## src/rtl/mips_alu_issue_pkg.sv

```systemverilog
// Shared ALU opcodes, MIPS decode constants and the S1 control record for mips_alu_issue.
package mips_alu_pkg;

    localparam logic [2:0] ALU_AND = 3'b000;
    localparam logic [2:0] ALU_OR  = 3'b001;
    localparam logic [2:0] ALU_ADD = 3'b010;
    localparam logic [2:0] ALU_SUB = 3'b110;
    localparam logic [2:0] ALU_SLT = 3'b111;

    localparam logic [5:0] OP_RTYPE = 6'b000000;
    localparam logic [5:0] OP_BEQ   = 6'b000100;
    localparam logic [5:0] OP_BNE   = 6'b000101;
    localparam logic [5:0] OP_ADDI  = 6'b001000;
    localparam logic [5:0] OP_ADDIU = 6'b001001;
    localparam logic [5:0] OP_SLTI  = 6'b001010;
    localparam logic [5:0] OP_ANDI  = 6'b001100;
    localparam logic [5:0] OP_ORI   = 6'b001101;
    localparam logic [5:0] OP_LUI   = 6'b001111;
    localparam logic [5:0] OP_LW    = 6'b100011;
    localparam logic [5:0] OP_SW    = 6'b101011;

    localparam logic [5:0] FN_ADD  = 6'b100000;
    localparam logic [5:0] FN_ADDU = 6'b100001;
    localparam logic [5:0] FN_SUB  = 6'b100010;
    localparam logic [5:0] FN_SUBU = 6'b100011;
    localparam logic [5:0] FN_AND  = 6'b100100;
    localparam logic [5:0] FN_OR   = 6'b100101;
    localparam logic [5:0] FN_SLT  = 6'b101010;

    typedef enum logic [1:0] {
        BSRC_ZERO,
        BSRC_RT,
        BSRC_SEXT,
        BSRC_ZEXT
    } bsrc_e;

    // Operand values live beside this record so it stays independent of WIDTH.
    typedef struct packed {
        logic [2:0] op;
        logic       is_branch;
        logic       is_bne;
        logic       illegal;
        logic       bypass;
    } s1_ctrl_t;

endpackage

```

## src/rtl/mips_alu_issue_decode.sv

```systemverilog
// Combinational MIPS opcode/funct decode into ALU op, operands and branch/illegal flags.
// Optional: MIPS_ALU_ISSUE_LUI_EN makes lui legal as an ALU-bypassed immediate load.
module mips_alu_decode
    import mips_alu_pkg::*;
#(
    parameter int WIDTH = 32
) (
    input  logic [5:0]       opcode,
    input  logic [5:0]       funct,
    input  logic [WIDTH-1:0] rs_val,
    input  logic [WIDTH-1:0] rt_val,
    input  logic [15:0]      imm,
    output s1_ctrl_t         ctrl,
    output logic [WIDTH-1:0] a,
    output logic [WIDTH-1:0] b
);

    bsrc_e bsrc;

    always_comb begin
        ctrl    = '0;
        ctrl.op = ALU_ADD;
        bsrc    = BSRC_ZERO;
        case (opcode)
            OP_RTYPE: begin
                bsrc = BSRC_RT;
                case (funct)
                    FN_ADD, FN_ADDU: ctrl.op = ALU_ADD;
                    FN_SUB, FN_SUBU: ctrl.op = ALU_SUB;
                    FN_AND:          ctrl.op = ALU_AND;
                    FN_OR:           ctrl.op = ALU_OR;
                    FN_SLT:          ctrl.op = ALU_SLT;
                    default:         ctrl.illegal = 1'b1;
                endcase
            end
            OP_ADDI, OP_ADDIU, OP_LW, OP_SW: begin
                ctrl.op = ALU_ADD;
                bsrc    = BSRC_SEXT;
            end
            OP_SLTI: begin
                ctrl.op = ALU_SLT;
                bsrc    = BSRC_SEXT;
            end
            OP_ANDI: begin
                ctrl.op = ALU_AND;
                bsrc    = BSRC_ZEXT;
            end
            OP_ORI: begin
                ctrl.op = ALU_OR;
                bsrc    = BSRC_ZEXT;
            end
            OP_BEQ, OP_BNE: begin
                ctrl.op        = ALU_SUB;
                bsrc           = BSRC_RT;
                ctrl.is_branch = 1'b1;
                ctrl.is_bne    = (opcode == OP_BNE);
            end
`ifdef MIPS_ALU_ISSUE_LUI_EN
            OP_LUI: begin
                ctrl.op     = ALU_OR;
                ctrl.bypass = 1'b1;
            end
`endif
            default: ctrl.illegal = 1'b1;
        endcase
        if (ctrl.illegal) begin
            bsrc = BSRC_ZERO;
        end
    end

    // Illegal and bypassed entries park the ALU on zero operands.
    always_comb begin
        a = (ctrl.illegal || ctrl.bypass) ? '0 : rs_val;
        case (bsrc)
            BSRC_RT:   b = rt_val;
            BSRC_SEXT: b = {{(WIDTH-16){imm[15]}}, imm};
            BSRC_ZEXT: b = {{(WIDTH-16){1'b0}}, imm};
            default:   b = '0;
        endcase
    end

endmodule

```

## src/rtl/mips_alu_issue.sv

```systemverilog
// Two-stage execute issue for the shared ALU: S1 drives the ALU, S2 holds the result and branch outcome.
// Optional: MIPS_ALU_ISSUE_LUI_EN (lui handled in mips_alu_decode, result bypassed from the immediate).
module mips_alu_issue
    import mips_alu_pkg::*;
#(
    parameter int WIDTH = 32,
    parameter int TAG_W = 5
) (
    input  logic             clk,
    input  logic             rst_n,
    input  logic             flush,
    input  logic             in_valid,
    output logic             in_ready,
    input  logic [5:0]       in_opcode,
    input  logic [5:0]       in_funct,
    input  logic [WIDTH-1:0] in_rs_val,
    input  logic [WIDTH-1:0] in_rt_val,
    input  logic [15:0]      in_imm,
    input  logic [TAG_W-1:0] in_tag,
    output logic [2:0]       alu_op,
    output logic [WIDTH-1:0] alu_a,
    output logic [WIDTH-1:0] alu_b,
    input  logic [WIDTH-1:0] alu_result,
    input  logic             alu_zero,
    output logic             out_valid,
    input  logic             out_ready,
    output logic [WIDTH-1:0] out_result,
    output logic             out_zero,
    output logic             out_is_branch,
    output logic             out_taken,
    output logic             out_illegal,
    output logic [TAG_W-1:0] out_tag
);

    s1_ctrl_t         dec_ctrl;
    logic [WIDTH-1:0] dec_a;
    logic [WIDTH-1:0] dec_b;

    logic             s1_valid;
    s1_ctrl_t         s1_ctrl;
    logic [WIDTH-1:0] s1_a;
    logic [WIDTH-1:0] s1_b;
    logic [15:0]      s1_imm;
    logic [TAG_W-1:0] s1_tag;
    logic             s1_adv;
    logic             accept;

    mips_alu_decode #(.WIDTH(WIDTH)) u_decode (
        .opcode (in_opcode),
        .funct  (in_funct),
        .rs_val (in_rs_val),
        .rt_val (in_rt_val),
        .imm    (in_imm),
        .ctrl   (dec_ctrl),
        .a      (dec_a),
        .b      (dec_b)
    );

    assign s1_adv   = s1_valid && (!out_valid || out_ready);
    assign in_ready = !s1_valid || s1_adv;
    assign accept   = in_valid && in_ready;

    assign alu_op = s1_ctrl.op;
    assign alu_a  = s1_a;
    assign alu_b  = s1_b;

    always_ff @(posedge clk) begin
        if (!rst_n) begin
            s1_valid <= 1'b0;
            s1_ctrl  <= '{op: ALU_ADD, default: '0};
            s1_a     <= '0;
            s1_b     <= '0;
            s1_imm   <= '0;
            s1_tag   <= '0;
        end else if (flush) begin
            s1_valid <= 1'b0;
        end else if (accept) begin
            s1_valid <= 1'b1;
            s1_ctrl  <= dec_ctrl;
            s1_a     <= dec_a;
            s1_b     <= dec_b;
            s1_imm   <= in_imm;
            s1_tag   <= in_tag;
        end else if (s1_adv) begin
            s1_valid <= 1'b0;
        end
    end

    // Bypassed entries (lui) take their value from the immediate instead of the ALU.
    always_ff @(posedge clk) begin
        if (!rst_n) begin
            out_valid     <= 1'b0;
            out_result    <= '0;
            out_zero      <= 1'b0;
            out_is_branch <= 1'b0;
            out_taken     <= 1'b0;
            out_illegal   <= 1'b0;
            out_tag       <= '0;
        end else if (flush) begin
            out_valid <= 1'b0;
        end else if (s1_adv) begin
            out_valid     <= 1'b1;
            out_result    <= s1_ctrl.bypass ? WIDTH'({s1_imm, 16'b0}) : alu_result;
            out_zero      <= s1_ctrl.bypass ? (s1_imm == 16'd0) : alu_zero;
            out_is_branch <= s1_ctrl.is_branch;
            out_taken     <= s1_ctrl.is_branch && (s1_ctrl.is_bne ? !alu_zero : alu_zero);
            out_illegal   <= s1_ctrl.illegal;
            out_tag       <= s1_tag;
        end else if (out_ready) begin
            out_valid <= 1'b0;
        end
    end

endmodule

```

## config.mk

```make
export PLATFORM = sky130hd
export DESIGN_NAME = mips_alu_issue
export DESIGN_NICKNAME = d
export VERILOG_FILES = /design/src/rtl/mips_alu_issue_pkg.sv /design/src/rtl/mips_alu_issue_decode.sv /design/src/rtl/mips_alu_issue.sv
export SDC_FILE = /design/constraint.sdc
export NUM_CORES = 1
export LEC_CHECK = 0
export CAP_MARGIN = 25
export CORE_AREA = 5 5 111 113
export DETAILED_ROUTE_END_ITERATION = 6
export DIE_AREA = 0 0 116 118
export PLACE_DENSITY = 0.9
export SYNTH_ARGS = -nofsm -noshare
export SYNTH_HDL_FRONTEND = slang
export SYNTH_SLANG_ARGS = --single-unit
```

## constraint.sdc

```tcl
create_clock -name clk -period 6.25 [get_ports clk]
set_clock_uncertainty 0.05 [all_clocks]
set_input_delay 1.875 -clock clk [delete_from_list [all_inputs] [get_ports clk]]
set_output_delay 1.875 -clock clk [all_outputs]
set_load 0.05 [all_outputs]
```

---- Yosys cells after proc, flatten, opt, wreduce, memory -nomap -nowiden ----
Cells that the tools add are included.
storage, ports and cells
  bits in registers ....................... 118
  word-level logic and storage cells ...... 71
  output and inout bits ................... 110
cells by class
  bitwise operators ....................... 2
  equal/unequal tests ..................... 19
  muxes and demuxes ....................... 14
  reduce and logical (&&, ||, !) cells .... 21
operator list
  kind                                                  number
  one-hot mux 32 bit (3 select lines)                   1
  equality test 6 bit (second input constant)           9
  2-to-1 mux 32 bit                                     1
  equality test 6 x 4 -> 1 bit (second input constant)  5
  one-hot mux 3 bit (5 select lines)                    1
  equality test 6 x 3 -> 1 bit (second input constant)  2
  one-hot mux 3 bit (4 select lines)                    1
  OR reduction 9 bit                                    1
  OR reduction 2 bit                                    4
  OR reduction 7 bit                                    1
  logical NOT 6 bit                                     1
  2-to-1 mux 1 bit                                      6
  one-hot mux 2 bit (3 select lines)                    1
  OR reduction 5 bit                                    1
  equality test 2 bit (second input constant)           2
  2-to-1 mux 2 bit                                      2
  AND reduction 2 bit                                   2
  nonzero test 2 bit                                    2
  logical AND 1 bit                                     3
  logical NOT 1 bit                                     3
  OR reduction 3 bit                                    1
  equality test 2 x 1 -> 1 bit (second input constant)  1
  logical OR 1 bit                                      2
  inverter 1 bit                                        2
  one-hot mux 1 bit (2 select lines)                    1

---- Longest topological paths before layout ----
Gate-level depths: netlist of run 1.
  depth after elaboration ................. 7
  mapped depth ............................ 8
  depth with buffers taken out ............ 5

---- Modules after synthesis ----
From an unflattened synthesis of run 1, not the netlist that was laid out.
second synthesis, totals
  cells, all modules ...................... 750
  area, all modules ....................... 6306.0 um^2
by module, submodules not included
  module           times used  cells an instance  area an instance (um^2)  seq. area each (um^2)
  mips_alu_issue   1           603                5256.3                   2702.6
  mips_alu_decode  1           147                1049.8                   0.0

---- Least setup slack after synthesis of run 1 ----
OpenSTA, ideal clock, no wires.
  kind .................................... input-to-output
  start ................................... input port out_ready
  end ..................................... output port in_ready
  buffers on the path ..................... 0
  data arrival time ....................... 2.379 ns
  setup slack ............................. 1.946 ns
  stages on the path ...................... 1
  path through ............................ nand3b_1
between the ends
  longest elaborated chain between the ends .. 3
ends and longest elaborated chain
  what               RTL line              RTL
  from (decl)        mips_alu_issue.sv:26  input logic out_ready,
  logical OR 1 bit   mips_alu_issue.sv:59  assign s1_adv = s1_valid && (!out_valid || out_ready);
  logical AND 1 bit  mips_alu_issue.sv:59
  logical OR 1 bit   mips_alu_issue.sv:60  assign in_ready = !s1_valid || s1_adv;
  to (decl)          mips_alu_issue.sv:13  output logic in_ready,
Every way passes these cells.

---- Worst setup path in the final report of run 1 ----
Ends and elaborated chain as after synthesis.

==> results.ini, run 1 <==
[yosys]
async_flop_share_pct=0
synth_top_area_share_pct=51.5
ys_seq_area_share_pct=51.5
syn_area_sq_um=4590
synth_ff_type=dfxtp_1
synth_top_area_cell=dfxtp_1
synth_edf_count=0
synthCells=488
syn-mean-instance-area_sq_um=9.40
synth-seq-cells=118
synth_area_leaders=dfxtp_1 (52%), a22o_1 (13%), nand2_1 (7.8%)
ys_types=40
synth_nets=623
yosysWarnings=0

[grt]
overflow=0
busiest_layer=met2
grt_max_degree=60
grt_pass1_wl_mm=24.1
use_met3_pct=6.68
met1_usage_pct=23.7
grtUsageTotal_pct=22.5
antenna_found_initial=0
met2_usage_pct=40.5
grt_pass1_vias=4653

[floorplan]
io-pin-count=245
die_w_microns=116
num_rows=39
die_h_microns=118
core_area_sq_um=11200
start_util_pct=40.9
die_area_sq_um=13700

[place]
portBuffers=244
place_congestion=0.836
dp_hpwl_mm=11.6

[routing]
vias=4552
first_pass_iters=5
wl_mm=15.8
vias_per_cell=5.25
drtAntennaViolNets=0
wl_per_cell_microns=18.2
initialDrtViolationCount=360
drc=0

[layout]
fin_util_pct=67.8
final-seq-area_sq_um=2360
num_antenna_cells=0
nets=849
area_growth_pct=66.0
nFillCells=863
layout-drive-gt1-share_pct=5.39
multiInputGateArea_sq_um=1960

[worst_hold_path]
whs_endpoint=out_tag[2]
holdPathStages=2
hp-start=out_tag[2]
hold_path_class=flip-flop to flip-flop

[worst_setup_path]
path_cells=clkdlybuf4s50_1 -> nand3b_1 -> clkdlybuf4s50_1
cpMostUsedCell=clkdlybuf4s50_1
cpMaxStageDelayCell=clkdlybuf4s50_1
timing.rr.end=alu_a[23]
worstSetupStartpointType=input port
crit_required_ns=4.32
cpPeakStageDelay_ns=0.83
regToRegStartpoint=s1_valid
ff2ff_setup_slack_ns=4.25
reg2reg_depth=7
criticalPathCategory=input port to primary output
critPathArrivalTime_ns=3.36
endpoint_kind=primary output
critPathMaxFanout=4

[cts]
cts_max_level=4
cts-root-buf=clkbuf_16
cts_tree=done
cts_resized=0
cts_inserted_buffers=17
clkLatencyLatePin_ns=0.41
path_clk_slew_ns=0.05
post-cts-setup-buffers=0
cts_sinks=118
postCtsHoldBufs=0
ctsLongestPathBuffers=2

[sta]
rsz0062_at_grt=false
hold_viol_final=0
drv_slew=0
slew_headroom_pct=30.1
fin_setup_tns_ns=0
max_slew.worst_pin.slew_ns=1.05
min_period_ns=5.28
fmax_mhz=189
hold_ws_ns=0.411
fin_crit_sh_pct=84.5
finalSetupViolCount=0

[power_and_ir_drop]
leakagePower_nw=2.83
power_density_nw_per_um2=246
peakVddDrop_mv=0.196

[flow_run]
drv_cap=0

[run_status]
status=completed

[routing by layer]
metal / wire length [microns] / vias to the layer above
met4: 405 / 0
met5: 0 / -
met1: 5830 / 2167
met2: 8460 / 181
li1: - / 2170
met3: 1120 / 34
[report_power, final]
group,switching (mW),leakage [nW],internal [mW]
Clock,0.316,0.271,0.559
Combinational,0.106,1.61,0.116
Sequential,0.00699,0.954,0.767
[flip-flops by register name, indices dropped and copies added (netlist names)]
name	flops
s1_ctrl	3
out_zero	1
s1_valid	1
out_illegal	1
alu_b	32
out_result	32
alu_op	3
s1_tag	5
alu_a	32
out_valid	1
out_taken	1
out_tag	5
out_is_branch	1
[logic make-up (layout without fill, tap and decap cells)]
| kind of cell | count (synthesis) | in the layout | synth area share [%] |
|---|---|---|---|
| compound gates | 166 | 166 | 28.5 |
| xor+xnor | 1 | 1 | 0.191 |
| buf+inv | 61 | 297 | 5.92 |
| flops | 118 | 118 | 51.5 |
| simple gates | 142 | 142 | 13.9 |
[stage by stage]
stage | area [sq um] | cells | total power [mW] | setup slack [ns]
floorplan | 4590 | 488 | 0.883 | 1.95
global route | 7610 | 867 | 1.94 | 0.899
finish | 7610 | 867 | 1.87 | 0.970
CTS | 7570 | 865 | 1.88 | 0.975
global placement | 7040 | 836 | 1.00 | 0.979
detailed placement | 7040 | 836 | 1.01 | 0.978
[layout by cell type (no fill, tap or decap), types with 2 or more instances in the layout]
| cell type | netlist | layout |
|---|---|---|
| clkdlybuf4s50_1 | 0 | 244 |
| dfxtp_1 | 118 | 118 |
| nand2_1 | 95 | 95 |
| a22o_1 | 68 | 68 |
| a21boi_0 | 46 | 46 |
| o21ai_0 | 26 | 26 |
| inv_1 | 19 | 19 |
| clkbuf_16 | 0 | 17 |
| nor2_1 | 14 | 14 |
| nor2b_1 | 8 | 8 |
| a221oi_1 | 6 | 6 |
| a21oi_1 | 6 | 6 |
| clkbuf_8 | 0 | 6 |
| nand3_1 | 5 | 5 |
| clkinv_2 | 0 | 4 |
| a22oi_1 | 3 | 3 |
| nor3_1 | 3 | 3 |
| buf_4 | 3 | 3 |
| nand3b_1 | 2 | 2 |
| nor3b_1 | 3 | 2 |
| and2_2 | 0 | 2 |
| nor4bb_1 | 2 | 2 |
| a32o_1 | 2 | 2 |
| clkbuf_1 | 27 | 2 |
| buf_12 | 0 | 2 |
[worst max-delay path by stage]
stage / from / to / slack [ns] / depth (start not counted)
after floorplan: out_ready / in_ready / 1.95 / 1
after global placement: out_ready / in_ready / 0.98 / 3
after detailed placement: out_ready / in_ready / 0.98 / 3
after CTS: out_ready / in_ready / 0.97 / 3
after global routing: out_ready / in_ready / 0.90 / 3
final: out_ready / in_ready / 0.97 / 3
[critical path: cells and delay by family]
kind	cells	cell delay [ns]
buffers and inverters	2	1.31
and+or+nand+nor	1	0.17
[final cells by class]
cell class	count	share of cell area, %
Clock buffer	25	6.77
Clock inverter	4	0.263
Inverter	19	0.937
Multi-Input combinational cell	309	25.7
Sequential cell	118	31.0
Tap cell	143	2.35
Timing Repair Buffer	249	32.9
[cells in the mapped netlist, types with 2 or more instances]
library cell	n
a221oi_1	6
buf_2	7
nand3_1	5
nor4bb_1	2
inv_1	19
a32o_1	2
and2_1	3
buf_6	3
nand3b_1	2
dfxtp_1	118
buf_4	3
nor2b_1	8
a21boi_0	46
nor2_1	14
a22oi_1	3
buf_1	2
a21oi_1	6
nor3b_1	3
a22o_1	68
nand2_1	95
clkbuf_1	27
o21ai_0	26
nor3_1	3
Note: power is estimated with default switching activity, not from simulation.
==> run 2, diff against run 1 <==
- CORE_AREA: 5 5 111 113 -> 5 5 115 117
- DIE_AREA: 0 0 116 118 -> 0 0 120 122
- PLACE_DENSITY: 0.9 -> 0.85
- clock period: 6.25 -> 5.29 ns (I/O delays scaled with it)
==> results.ini, run 2 (same netlist as run 1, synthesis figures left out) <==
[routing]
drc=0  ; unchanged
wl_met1_mm=6.06  ; +4.1%
wl_per_cell_microns=18.0  ; -1.5%
vias_per_cell=5.13  ; -2.3%
first_pass_iters=5  ; unchanged
top_layer=met4
vias=4483  ; -1.5%
wl_mm=15.7  ; -0.75%
initialDrtViolationCount=274  ; -24%
met2_length_mm=8.39  ; -0.80%
met3_length_microns=819  ; -27%
drtAntennaViolNets=0  ; unchanged

[cts]
path_clk_slew_ns=0.05  ; about the same
cts_max_level=4  ; unchanged
postCtsHoldBufs=0  ; unchanged
cts_inserted_buffers=17  ; unchanged
cts-root-buf=clkbuf_16
cts_tree=done
clkLatencyLatePin_ns=0.41  ; about the same
cts_sinks=118  ; unchanged
cts_resized=0  ; unchanged
ctsLongestPathBuffers=2  ; unchanged
post-cts-setup-buffers=0  ; unchanged

[sta]
finalSetupViolCount=0  ; unchanged
slew_headroom_pct=34.7  ; +4.7 points
fmax_mhz=213
rsz0062_at_grt=false
max_slew.worst_pin.slew_ns=0.976  ; -0.0698 ns
fin_crit_sh_pct=88.9
fin_setup_tns_ns=0  ; unchanged
drv_slew=0  ; unchanged
min_period_ns=4.70
fin_ws_ns=0.588  ; -0.382 ns
hold_viol_final=0  ; unchanged

[floorplan]
io-pin-count=245  ; unchanged
num_rows=41  ; +5.1%
die_w_microns=120  ; +3.4%
core_area_sq_um=12300  ; +9.2%
die_area_sq_um=14600  ; +7.0%
die_h_microns=122  ; +3.4%
start_util_pct=37.4  ; -3.5 points

[grt]
overflow=0  ; unchanged
grt_max_degree=60  ; unchanged
grt_pass1_vias=4529  ; -2.7%
antenna_found_initial=0  ; unchanged
grtUsageTotal_pct=20.5  ; -1.9 points
grt_pass1_wl_mm=23.6  ; -1.9%

[worst_setup_path]
endpoint_kind=primary output
path_buf_inv=2  ; unchanged
cpMostUsedCell=clkdlybuf4s50_1
crit_family=buffers and inverters
ff2ff_setup_slack_ns=2.99  ; -1.26 ns
cp-endpoint=in_ready
timing.rr.end=alu_a[14]
cp-startpoint=out_ready
cpPeakStageDelay_ns=0.84  ; about the same
worstSetupStartpointType=input port
criticalPathCategory=input port to primary output
critical_path_depth=3  ; unchanged
crit_required_ns=3.65  ; -0.67 ns
critPathMaxFanout=4  ; unchanged
cpMaxStageDelayCell=clkdlybuf4s50_1
regToRegStartpoint=s1_valid
reg2reg_depth=6  ; -1
path_cells=clkdlybuf4s50_1 -> nand3b_1 -> clkdlybuf4s50_1
critPathArrivalTime_ns=3.06  ; -0.30 ns

[power_and_ir_drop]
power_density_nw_per_um2=299  ; +22%
leakagePower_nw=2.85  ; +0.64%
finalPower_mw=2.29  ; +22%
peakVddDrop_mv=0.206  ; +5.3%

[place]
place_congestion=0.900  ; +7.7%
portBuffers=244  ; unchanged
dp_hpwl_mm=11.6  ; +0.40%
post-place-ws_ns=0.591  ; -0.388 ns

[layout]
layout_common_cells=clkdlybuf4s50_1 (244), dfxtp_1 (118), nand2_1 (95)
final-seq-area_sq_um=2360  ; unchanged
area_growth_pct=67.1
multiInputGateArea_sq_um=1960  ; unchanged
nFillCells=976  ; +13%
layout-drive-gt1-share_pct=5.39  ; unchanged
num_antenna_cells=0  ; unchanged
nets=850  ; +0.12%
final_common_cell=clkdlybuf4s50_1

[run_status]
status=completed

[worst_hold_path]
hold_path_class=flip-flop to flip-flop

[flow_run]
drv_cap=0  ; unchanged

## run 2: changes by cell type in the layout (fill, tap and decap cells not counted), sizes merged
| cell | change |
|---|---|
| bufinv | +2 |
| clkinv | -2 |
| buf | +1 |
| clkbuf | -1 |
## run 2: worst min-delay path: cells and delay by family (launching register included)
kind / cells / cell delay [ns]
AND/OR/NAND/NOR: 1 / 0.05
flip-flops: 1 / 0.30
AO/OA/AOI/OAI: 1 / 0.06
## run 2: worst min-delay path by stage
| stage | from | to | depth (start not counted) |
|---|---|---|---|
| 6_report | out_tag[2] | out_tag[2] | 2 |
| 2_1_floorplan | s1_ctrl[1] | out_illegal | 2 |
| 5_1_grt | out_result[18] | out_result[18] | 2 |
| 4_1_cts | s1_tag[2] | out_tag[2] | 2 |
| 3_3_place_gp | s1_tag[4] | out_tag[4] | 2 |
| 3_5_place_dp | out_tag[2] | out_tag[2] | 2 |
## run 2: cell type report
cell class              instances  share of cell area [%]
repair buffers                250                    32.8
flip-flops and latches        118                    30.8
multi-input cells             309                    25.6
clock buffers                  24                    6.55
well taps                     150                    2.45
inverters                      19                   0.930
clock inverters                 4                   0.914
## run 2: through the flow
step | utilization, % | instance area (sq um) | instances | hold slack, ns
2_1_floorplan | - | 4590 | 488 | 0.388
3_3_place_gp | 57.7 | 7070 | 845 | 0.397
3_5_place_dp | 57.7 | 7070 | 845 | 0.407
4_1_cts | 62.4 | 7640 | 873 | 0.412
5_1_grt | 62.5 | 7660 | 874 | 0.433
6_report | 62.5 | 7660 | 874 | 0.409
## run 2: per-layer routing
| metal | vias up | global-route usage (%) |
|---|---|---|
| met5 | - | 0 |
| met4 | 0 | 10.6 |
| met3 | 33 | 5.11 |
| met2 | 146 | 36.9 |
| met1 | 2137 | 22.4 |
| li1 | 2167 | - |
## run 2: report_power, final
group / switching (mW) / internal, mW
Combinational: 0.124 / 0.138
Clock: 0.372 / 0.742
Sequential: 0.00845 / 0.906
==> run 3, diff against run 2 <==
- HOLD_SLACK_MARGIN: not set -> 0.06
==> results of run 3 <==
The final DEF is identical to that of run 2; final timing and power are the same.
